$ cat config.mk
export PLATFORM = sky130hd
export DESIGN_NAME = bpc_cxd_fifo_flat
export DESIGN_NICKNAME = d
export VERILOG_FILES = /design/src/rtl/bpc_mq_pkg.sv /design/src/rtl/bpc_cxd_fifo_if.sv /design/src/rtl/bpc_cxd_ram.sv /design/src/rtl/bpc_cxd_fifo.sv /design/src/flat_wrapper.sv
export SDC_FILE = /design/constraint.sdc
export NUM_CORES = 1
export LEC_CHECK = 0
export ABC_AREA = 0
export CORE_MARGIN = 2
export CORE_UTILIZATION = 55
export DETAILED_ROUTE_END_ITERATION = 16
export PLACE_DENSITY = 0.74
export SLEW_MARGIN = 10
export SYNTH_ARGS = -nofsm -noshare
export SYNTH_HDL_FRONTEND = slang
export SYNTH_HIERARCHICAL = 1
export SYNTH_SLANG_ARGS = --single-unit
$ cat constraint.sdc
create_clock -name clk_dwt -period 3.9 [get_ports clk_dwt]
set_clock_uncertainty 0.05 [all_clocks]
set_input_delay 0.78 -clock clk_dwt [delete_from_list [all_inputs] [get_ports clk_dwt]]
set_output_delay 0.78 -clock clk_dwt [all_outputs]
set_load 0.02 [all_outputs]
$ cat src/rtl/bpc_mq_pkg.sv
// Shared constants for the bpc_mq path: CX/D entry layout and CX/D FIFO defaults.
package bpc_mq_pkg;

    localparam int CXD_W             = 8;
    localparam int CX_MSB            = 7;
    localparam int CX_LSB            = 3;
    localparam int D_BIT             = 2;

    localparam int FIFO_DEPTH        = 16;
    localparam int FIFO_AW           = 4;
    localparam int FIFO_STALL_MARGIN = 3;

    // Builds an entry the same way the arrange stage does; the two low bits are spare.
    function automatic logic [CXD_W-1:0] cxd_pack(input logic [4:0] cx, input logic d);
        logic [CXD_W-1:0] r;
        r                = '0;
        r[CX_MSB:CX_LSB] = cx;
        r[D_BIT]         = d;
        return r;
    endfunction

endpackage

$ cat src/rtl/bpc_cxd_fifo_if.sv
// Handshake bundle between the arrange stage, the CX/D FIFO and the MQ coder.
interface bpc_cxd_fifo_if
    import bpc_mq_pkg::*;
#(
    parameter int DW = CXD_W,
    parameter int AW = FIFO_AW
);
    logic          pos_clk_bpc;
    logic [DW-1:0] cxd_in;
    logic          cxd_in_vld;
    logic          stall_vld;
    logic [DW-1:0] cxd_out;
    logic          cxd_out_vld;
    logic          mq_rdy;
    logic [AW:0]   fifo_cnt;
    logic          ovf_err;

    modport slave (
        input  pos_clk_bpc, cxd_in, cxd_in_vld, mq_rdy,
        output stall_vld, cxd_out, cxd_out_vld, fifo_cnt, ovf_err
    );

    modport master (
        output pos_clk_bpc, cxd_in, cxd_in_vld, mq_rdy,
        input  stall_vld, cxd_out, cxd_out_vld, fifo_cnt, ovf_err
    );
endinterface

$ cat src/rtl/bpc_cxd_ram.sv
// Storage for the CX/D FIFO: synchronous write, asynchronous read, no reset.
module bpc_cxd_ram
    import bpc_mq_pkg::*;
#(
    parameter int DW    = CXD_W,
    parameter int DEPTH = FIFO_DEPTH,
    parameter int AW    = FIFO_AW
) (
    input  logic          clk_dwt,
    input  logic          wr_en,
    input  logic [AW-1:0] wr_addr,
    input  logic [DW-1:0] wr_data,
    input  logic [AW-1:0] rd_addr,
    output logic [DW-1:0] rd_data
);
    logic [DW-1:0] mem [DEPTH];

    always_ff @(posedge clk_dwt) begin
        if (wr_en) begin
            mem[wr_addr] <= wr_data;
        end
    end

    assign rd_data = mem[rd_addr];

endmodule

$ cat src/rtl/bpc_cxd_fifo.sv
// CX/D FIFO between the arrange stage and the MQ coder: show-ahead read side,
// pos_clk_bpc-qualified write side and registered back-pressure.
module bpc_cxd_fifo
    import bpc_mq_pkg::*;
#(
    parameter int DW           = CXD_W,
    parameter int DEPTH        = FIFO_DEPTH,
    parameter int AW           = FIFO_AW,
    parameter int STALL_MARGIN = FIFO_STALL_MARGIN
) (
    input  logic          clk_dwt,
    input  logic          rst,
    input  logic          rst_syn,
    bpc_cxd_fifo_if.slave bus
);
    localparam logic [AW:0] DEPTH_C  = (AW+1)'(DEPTH);
    localparam logic [AW:0] MARGIN_C = (AW+1)'(STALL_MARGIN);

    logic [AW-1:0] wr_ptr;
    logic [AW-1:0] rd_ptr;
    logic [AW:0]   count;
    logic [AW:0]   next_count;
    logic [AW:0]   free_next;
    logic          wr;
    logic          rd;
    logic          wr_acc;
    logic          wr_drop;
    logic          ram_we;
    logic          ovf_q;
    logic [DW-1:0] ram_rdata;

    // The arrange stage keeps vld high while stalled, so stall must gate the write itself.
    always_comb begin
        wr         = bus.pos_clk_bpc & bus.cxd_in_vld & ~bus.stall_vld;
        rd         = bus.mq_rdy & (count != '0);
        wr_acc     = wr & ((count != DEPTH_C) | rd);
        wr_drop    = wr & ~wr_acc;
        ram_we     = wr_acc & ~rst_syn & rst;
        next_count = count;
        if (wr_acc && !rd) begin
            next_count = count + 1'b1;
        end else if (rd && !wr_acc) begin
            next_count = count - 1'b1;
        end
        free_next  = DEPTH_C - next_count;
    end

    bpc_cxd_ram #(
        .DW    (DW),
        .DEPTH (DEPTH),
        .AW    (AW)
    ) u_ram (
        .clk_dwt (clk_dwt),
        .wr_en   (ram_we),
        .wr_addr (wr_ptr),
        .wr_data (bus.cxd_in),
        .rd_addr (rd_ptr),
        .rd_data (ram_rdata)
    );

    // Stall looks at next_count so it lands on the same edge the threshold is crossed.
    always_ff @(posedge clk_dwt or negedge rst) begin
        if (!rst) begin
            wr_ptr        <= '0;
            rd_ptr        <= '0;
            count         <= '0;
            bus.stall_vld <= 1'b0;
            ovf_q         <= 1'b0;
        end else if (rst_syn) begin
            wr_ptr        <= '0;
            rd_ptr        <= '0;
            count         <= '0;
            bus.stall_vld <= 1'b0;
            ovf_q         <= 1'b0;
        end else begin
            if (wr_acc) begin
                wr_ptr <= wr_ptr + 1'b1;
            end
            if (rd) begin
                rd_ptr <= rd_ptr + 1'b1;
            end
            count         <= next_count;
            bus.stall_vld <= (free_next <= MARGIN_C);
            if (wr_drop) begin
                ovf_q <= 1'b1;
            end
        end
    end

    assign bus.cxd_out_vld = (count != '0);
    assign bus.cxd_out     = bus.cxd_out_vld ? ram_rdata : '0;
    assign bus.fifo_cnt    = count;
    assign bus.ovf_err     = ovf_q;

endmodule

$ cat src/flat_wrapper.sv
// flat-port wrapper written by rule: the top's interface ports become plain ports
module bpc_cxd_fifo_flat import bpc_mq_pkg::*;
#(
    parameter int DW           = CXD_W,
    parameter int DEPTH        = FIFO_DEPTH,
    parameter int AW           = FIFO_AW,
    parameter int STALL_MARGIN = FIFO_STALL_MARGIN
)
  (clk_dwt, rst, rst_syn, bus_pos_clk_bpc, bus_cxd_in, bus_cxd_in_vld, bus_mq_rdy, bus_stall_vld, bus_cxd_out, bus_cxd_out_vld, bus_fifo_cnt, bus_ovf_err);
  bpc_cxd_fifo_if #(.DW(DW), .AW(AW)) bus_i ();
  input  logic clk_dwt;
  input  logic rst;
  input  logic rst_syn;
  input wire logic [$bits(bus_i.pos_clk_bpc)-1:0] bus_pos_clk_bpc;
  input wire logic [$bits(bus_i.cxd_in)-1:0] bus_cxd_in;
  input wire logic [$bits(bus_i.cxd_in_vld)-1:0] bus_cxd_in_vld;
  input wire logic [$bits(bus_i.mq_rdy)-1:0] bus_mq_rdy;
  output wire logic [$bits(bus_i.stall_vld)-1:0] bus_stall_vld;
  output wire logic [$bits(bus_i.cxd_out)-1:0] bus_cxd_out;
  output wire logic [$bits(bus_i.cxd_out_vld)-1:0] bus_cxd_out_vld;
  output wire logic [$bits(bus_i.fifo_cnt)-1:0] bus_fifo_cnt;
  output wire logic [$bits(bus_i.ovf_err)-1:0] bus_ovf_err;
  assign bus_i.pos_clk_bpc = bus_pos_clk_bpc;
  assign bus_i.cxd_in = bus_cxd_in;
  assign bus_i.cxd_in_vld = bus_cxd_in_vld;
  assign bus_i.mq_rdy = bus_mq_rdy;
  assign bus_stall_vld = bus_i.stall_vld;
  assign bus_cxd_out = bus_i.cxd_out;
  assign bus_cxd_out_vld = bus_i.cxd_out_vld;
  assign bus_fifo_cnt = bus_i.fifo_cnt;
  assign bus_ovf_err = bus_i.ovf_err;
  bpc_cxd_fifo #(.DW(DW), .DEPTH(DEPTH), .AW(AW), .STALL_MARGIN(STALL_MARGIN)) u_core (.clk_dwt(clk_dwt), .rst(rst), .rst_syn(rst_syn), .bus(bus_i));
endmodule
# Word level (Yosys, flattened, before mapping)

Memory sizes are Yosys's and may differ from the RTL's.
Index checks and enable logic that the tools add are counted.

Add/sub/neg operators: 5
$lt $le $gt $ge: 1
Equal/unequal tests: 1
Mux-type cells: 13
Bitwise logic cells: 11
Reductions and logical operators: 8

Operators by type and width:

| kind                                                                             | count |
|---|---|
| 4-bit two-way mux                                                                | 4 |
| 5-bit two-way mux                                                                | 3 |
| 4-bit by 1-bit adder with 4-bit output, second input constant                    | 2 |
| 8-bit two-way mux                                                                | 1 |
| 1-bit bitwise AND                                                                | 7 |
| 2-bit nonzero test                                                               | 3 |
| 5-bit by 1-bit adder with 5-bit output, second input constant                    | 1 |
| 5-bit by 2-bit less-or-equal comparator with 1-bit output, second input constant | 1 |
| 1-bit two-way mux                                                                | 5 |
| 5-bit != test, second input constant                                             | 1 |
| 5-bit nonzero test                                                               | 1 |
| 5-bit by 1-bit subtractor with 5-bit output, second input constant               | 1 |
| 5-bit subtractor, first input constant                                           | 1 |
| 1-bit inverter                                                                   | 3 |
| 1-bit logical AND                                                                | 2 |
| 1-bit zero test                                                                  | 2 |
| 1-bit OR                                                                         | 1 |

Bits in registers: 15
RAM bits: 128
Logic and storage cells: 45
Memories: 1

Memories:

| name             | depth | bits a word | read ports | clocked after memory_dff | write ports | RTL line          | RTL |
|---|---|---|---|---|---|---|---|
| u_core.u_ram.mem | 16    | 8           | 1          | 0                        | 1           | bpc_cxd_ram.sv:16 | `logic [DW-1:0] mem [DEPTH];` |

# Longest topological paths before layout

Depth after elaboration: 11
Mapped depth: 9
Depth with buffers taken out: 9

# Cells and area by module

The synthesis kept the hierarchy.

Modules (own cells, without submodules):

| module       | times used | cells each | area an instance (um^2) | sequential area each (um^2) |
|---|---|---|---|---|
| bpc_cxd_ram  | 1          | 221        | 4987.3                  | 3843.7 |
| bpc_cxd_fifo | 1          | 101        | 968.4                   | 375.4 |

# Worst setup path after synthesis

No wires, ideal clock.

Path type: reg-to-reg
From: reg u_core.count[0], in the netlist u_core/bus.fifo_cnt[0]
To: mem u_core/u_ram/mem[0][0] in the netlist's numbering (enable)
Library setup time: 0.383 ns
Arrival time: 2.708 ns
Slack: 0.759 ns
Stages on the path, launching flop included: 8
Path buffers: 0
Clock period less this slack: 3.141 ns
Cell sequence: dfrtp_1 > inv_1 > ha_1 > or3b_1 > nor2_1 > nor4b_1 > or3b_2 > nor3_1

Longest elaborated chain between the ends: 8
Elaborated cells between the ends (all ways): 9
Classes of those cells: eq/ne: 1; mux: 2; bitwise: 5; reduce/logical: 1

Ends and longest elaborated chain:

| element                                   | RTL line           | RTL |
|---|---|---|
| start, declared                           | bpc_cxd_fifo.sv:21 | `logic [AW:0] count;` |
| start signal, assigned                    | bpc_cxd_fifo.sv:82 | `count <= next_count;` |
| 5-bit nonzero test                        | bpc_cxd_fifo.sv:35 | `rd = bus.mq_rdy & (count != '0);` |
| 1-bit bitwise AND                         | bpc_cxd_fifo.sv:35 |  |
| 1-bit OR *                                | bpc_cxd_fifo.sv:36 | `wr_acc = wr & ((count != DEPTH_C) \| rd);` |
| 1-bit bitwise AND *                       | bpc_cxd_fifo.sv:36 |  |
| 1-bit bitwise AND * (2 in a row)          | bpc_cxd_fifo.sv:38 | `ram_we = wr_acc & ~rst_syn & rst;` |
| named net u_core.ram_we                   | bpc_cxd_fifo.sv:28 | `logic ram_we;` |
| 1-bit two-way mux *                       | bpc_cxd_ram.sv:19  | `if (wr_en) begin` |
| 1-bit two-way mux (not written as such) * | bpc_cxd_ram.sv:20  | `mem[wr_addr] <= wr_data;` |
| end, declared                             | bpc_cxd_ram.sv:16  |  |

The timed path passes the listed nets; every way through them passes the cells marked *.

# Worst setup path after layout

From: reg u_core.rd_ptr[0]
To: out bus_cxd_out[1]

Longest elaborated chain between the ends: 2

Ends and longest elaborated chain:

| element                       | RTL line           | RTL |
|---|---|---|
| start, declared               | bpc_cxd_fifo.sv:20 | `logic [AW-1:0] rd_ptr;` |
| start signal, assigned        | bpc_cxd_fifo.sv:80 | `rd_ptr <= rd_ptr + 1'b1;` |
| memory 16 x 8 bit             | -                  |  |
| named net u_core.ram_rdata[1] | bpc_cxd_fifo.sv:30 | `logic [DW-1:0] ram_rdata;` |
| 8-bit two-way mux             | bpc_cxd_fifo.sv:91 | `assign bus.cxd_out = bus.cxd_out_vld ? ram_rdata : '0;` |
| end, declared                 | flat_wrapper.sv:19 | `output wire logic [$bits(bus_i.cxd_out)-1:0] bus_cxd_out;` |

The timed path passes the listed nets, and every way through them passes these cells.

==> results by group <==
Worst setup path
  • Crit Path Category: reg2out
  • CP cell instances: buf_12, mux4_1, a22oi_1, nand2_1, and2_1, clkdlybuf4s50_1
  • Delay of the slowest critical-path stage: between 0.6 and 0.7 ns
  • CP Max Fanout: 35
  • Critical Path AT: 2.92 ns
  • CP Capture Type: output pin
  • CP required: about 3.1 ns
  • CP delay by family, top: buffers and inverters
  • Worst setup SP type: flop
  • Slowest CP cell: mux4_1
  • Buffer and inverter count on the worst path: 2

Clocking
  • Worst-Skew Late Latency: roughly 0.52 ns
  • CTS tree: built
  • Num Clock Sinks: ~140
  • Clk pin slew, worst setup/hold paths: roughly 0.060 ns
  • Clock Tree Buf Depth: 2
  • H-tree levels: 4
  • CTS buffer count: 17
  • CTS root buf: clkbuf_8

Power and ir drop
  • Max rail drop VDD: ~650 uV
  • Sequential Power Share: 0.383
  • Pleak: roughly 2.4 nW
  • Switching Fraction: 0.292
  • Pwr/cell area: about 650 nW/um^2
  • Gate power share: 0.268
  • Clock power share: 0.349
  • Net Sw Power: between 1 and 1.5 mW
  • Pint: around 3.3 mW

Cells and area
  • Most common cell after layout, fill and taps aside: edfxtp_1
  • Share of cells above drive strength 1: 0.197
  • Multi-input logic area: about 1600 sq um
  • Fill count: around 700
  • Area delta synth->final: 18.9%
  • Register area: between 4000 and 5000 sq um
  • NumNets Final: 396
  • Most frequent cells in the layout: edfxtp_1, clkdlybuf4s50_1, nor2_1, buf_4, mux4_2
  • ANT cells: 0

Routing
  • DR top layer: met4
  • DRT Pass-1 Iters: 5
  • WL met3: just over 900 um
  • Antenna-violating nets left: 0
  • Vias: 3204
  • Met2 Routed Length: between 5000 and 6000 um
  • Vias per cell: approximately 6.1
  • Met1 WL: 4980 um
  • WL/cell: ~22 um
  • Routed Wire Length: 11800 um
  • Drt initial violations: approximately 350
  • DRC: 0

Die
  • Die Wd: roughly 110 um
  • Core ar.: approximately 10000 sq um
  • Starting Density: 0.572
  • Site Rows: 37
  • Die area: 11700 sq um
  • Die extent in y: roughly 110 um
  • Io pins: 30

Global routing
  • Largest net degree at the start of global routing: 36
  • GRT overflow: 0
  • First-pass GRT wire length: 17900 um
  • GRT Overall Usage: 0.219
  • Vias in the first global route: 3101
  • Initial antenna violation count: 0

Timing
  • RSZ-0062 raised after global routing: no
  • Count of final hold-check violations: 0
  • Worst slew margin: 0.569
  • Final Worst Setup Slack: around 0.15 ns
  • Final Setup Violations: 0
  • Period utilization: 0.960
  • Post-route setup TNS: 0 ns
  • Max Transition Viols Final: 0
  • Tmin final: around 3.7 ns
  • Slew @ Worst Pin: roughly 0.64 ns
  • Highest attainable clock frequency: ~0.27 GHz

Logic synthesis
  • Syn Inst Count: roughly 320
  • Number of synthesized flops with an enable pin: 128
  • Library cells used by synthesis: 47
  • Ys Warns: 6
  • Fraction of registers with async set/reset: 0.105
  • Top FF cell, synth: edfxtp_1
  • Post-Synthesis Net Count: 341
  • Post-synth top area share: 0.645
  • Register area share after synthesis: 0.708
  • Avg Cell Area, Syn: between 15 and 20 sq um
  • Post-synth top area cell: edfxtp_1
  • FF+latch count, synth: roughly 140
  • Top cells by area, synth: edfxtp_1, mux4_2, dfrtp_1
  • Mapped cell area: about 6000 sq um

Placement
  • GPL Wtd Cong: 0.810
  • IO Port Bufs: 29
  • DP HPWL: 7300 um
  • Worst slack at placement: between 0.4 and 0.5 ns

Run
  • Max-cap viol count: 0

Worst hold path
  • Min-Delay Path Class: reg2reg

Outcome
  • Outcome: finished, final reports clean
[tightest hold or removal path: cells and delay by family, from the launching register on]
family | cells | cell delay (ns)
and+or+nand+nor | 1 | 0.09
AOI/OAI and AO/OA | 1 | 0.05
DFF | 1 | 0.35
[cell type report]
| cell class | instances | share of cell area |
|---|---|---|
| multi-input cells | 164 | 0.230 |
| inverters | 2 | 0.00106 |
| well taps | 136 | 0.0240 |
| repair buffers | 49 | 0.0657 |
| flip-flops and latches | 143 | 0.596 |
| clock buffers | 18 | 0.0590 |
| clock inverters | 14 | 0.0240 |
[cells by family (layout without fill, tap and decap cells)]
group / after synthesis / in the layout / synth area share
compound gates: 31 / 31 / 0.0399
buf+inv: 15 / 83 / 0.0189
mux: 34 / 34 / 0.134
xor+xnor: 8 / 8 / 0.0118
flops: 143 / 143 / 0.708
fa+ha+maj: 5 / 5 / 0.0105
simple gates: 86 / 86 / 0.0765
[path summary, 6_finish.rpt]
check                                             from                     end  slack [ns]  cells after the start
worst max-delay path                  u_core/rd_ptr[0]          bus_cxd_out[1]        0.15                      6
max in group asynchronous                          rst        u_core/rd_ptr[0]        3.05                      2
worst max register to register  u_core/bus.fifo_cnt[0]  u_core/u_ram/mem[0][0]        0.92                      8
min in group asynchronous                          rst  u_core/bus.fifo_cnt[0]        0.56                      2
worst min register to register      u_core/bus.ovf_err      u_core/bus.ovf_err        0.47                      2
worst min-delay path                u_core/bus.ovf_err      u_core/bus.ovf_err        0.47                      2
[stage by stage]
step	cells	total power, mW	hold slack, ns	util	cell area (sq um)
4_1_cts	526	4.62	0.482	0.679	7080
5_1_grt	526	4.77	0.503	0.680	7080
3_3_place_gp	494	3.00	0.442	0.623	6490
6_report	526	4.59	0.474	0.680	7080
2_1_floorplan	322	2.65	0.434	-	5960
3_5_place_dp	494	3.03	0.468	0.623	6490
[flip-flops by register name (all words and copies together) (netlist names)]
signal and cells:
u_core/bus.fifo_cnt 5, u_core/bus.ovf_err 1, u_core/bus.stall_vld 1, u_core/rd_ptr 4, u_core/u_ram/mem 128, u_core/wr_ptr 4
[synthesized netlist by cell type, types with 2 or more instances]
cell type and number:
a21oi_1 3, a22oi_1 18, and2_1 9, buf_2 3, buf_6 4, clkbuf_1 2
clkdlybuf4s25_2 3, dfrtp_1 15, edfxtp_1 128, ha_1 5, inv_1 2, mux4_1 14
mux4_2 18, nand2_1 14, nand2b_1 3, nand3_1 5, nand3b_1 3, nand4_1 2
nor2_1 28, nor2b_1 3, nor3_1 6, o21ai_0 2, or3_1 2, xnor2_1 2
xor2_1 6
[power groups by stage]
stage | Sequential (mW) | Combinational [mW] | Clock [mW]
final | 1.76 | 1.23 | 1.60
after global routing | 1.76 | 1.32 | 1.69
after CTS | 1.76 | 1.24 | 1.62
after detailed placement | 1.79 | 1.23 | 0
after global placement | 1.79 | 1.21 | 0
after floorplan | 1.80 | 0.850 | 0
[per-layer routing]
layer	track usage	up-vias
met4	0.0659	0
met2	0.337	138
met5	0	-
met3	0.0506	17
li1	-	1429
met1	0.319	1620
[timing repair]
action / 4_1_cts / 5_1_grt
hold buffers: 0 / 0
gates resized for setup: 0 / 1
setup buffers: 0 / 0
setup endpoints to repair: 0 / 1
Note: power is estimated with default switching activity, not from simulation.
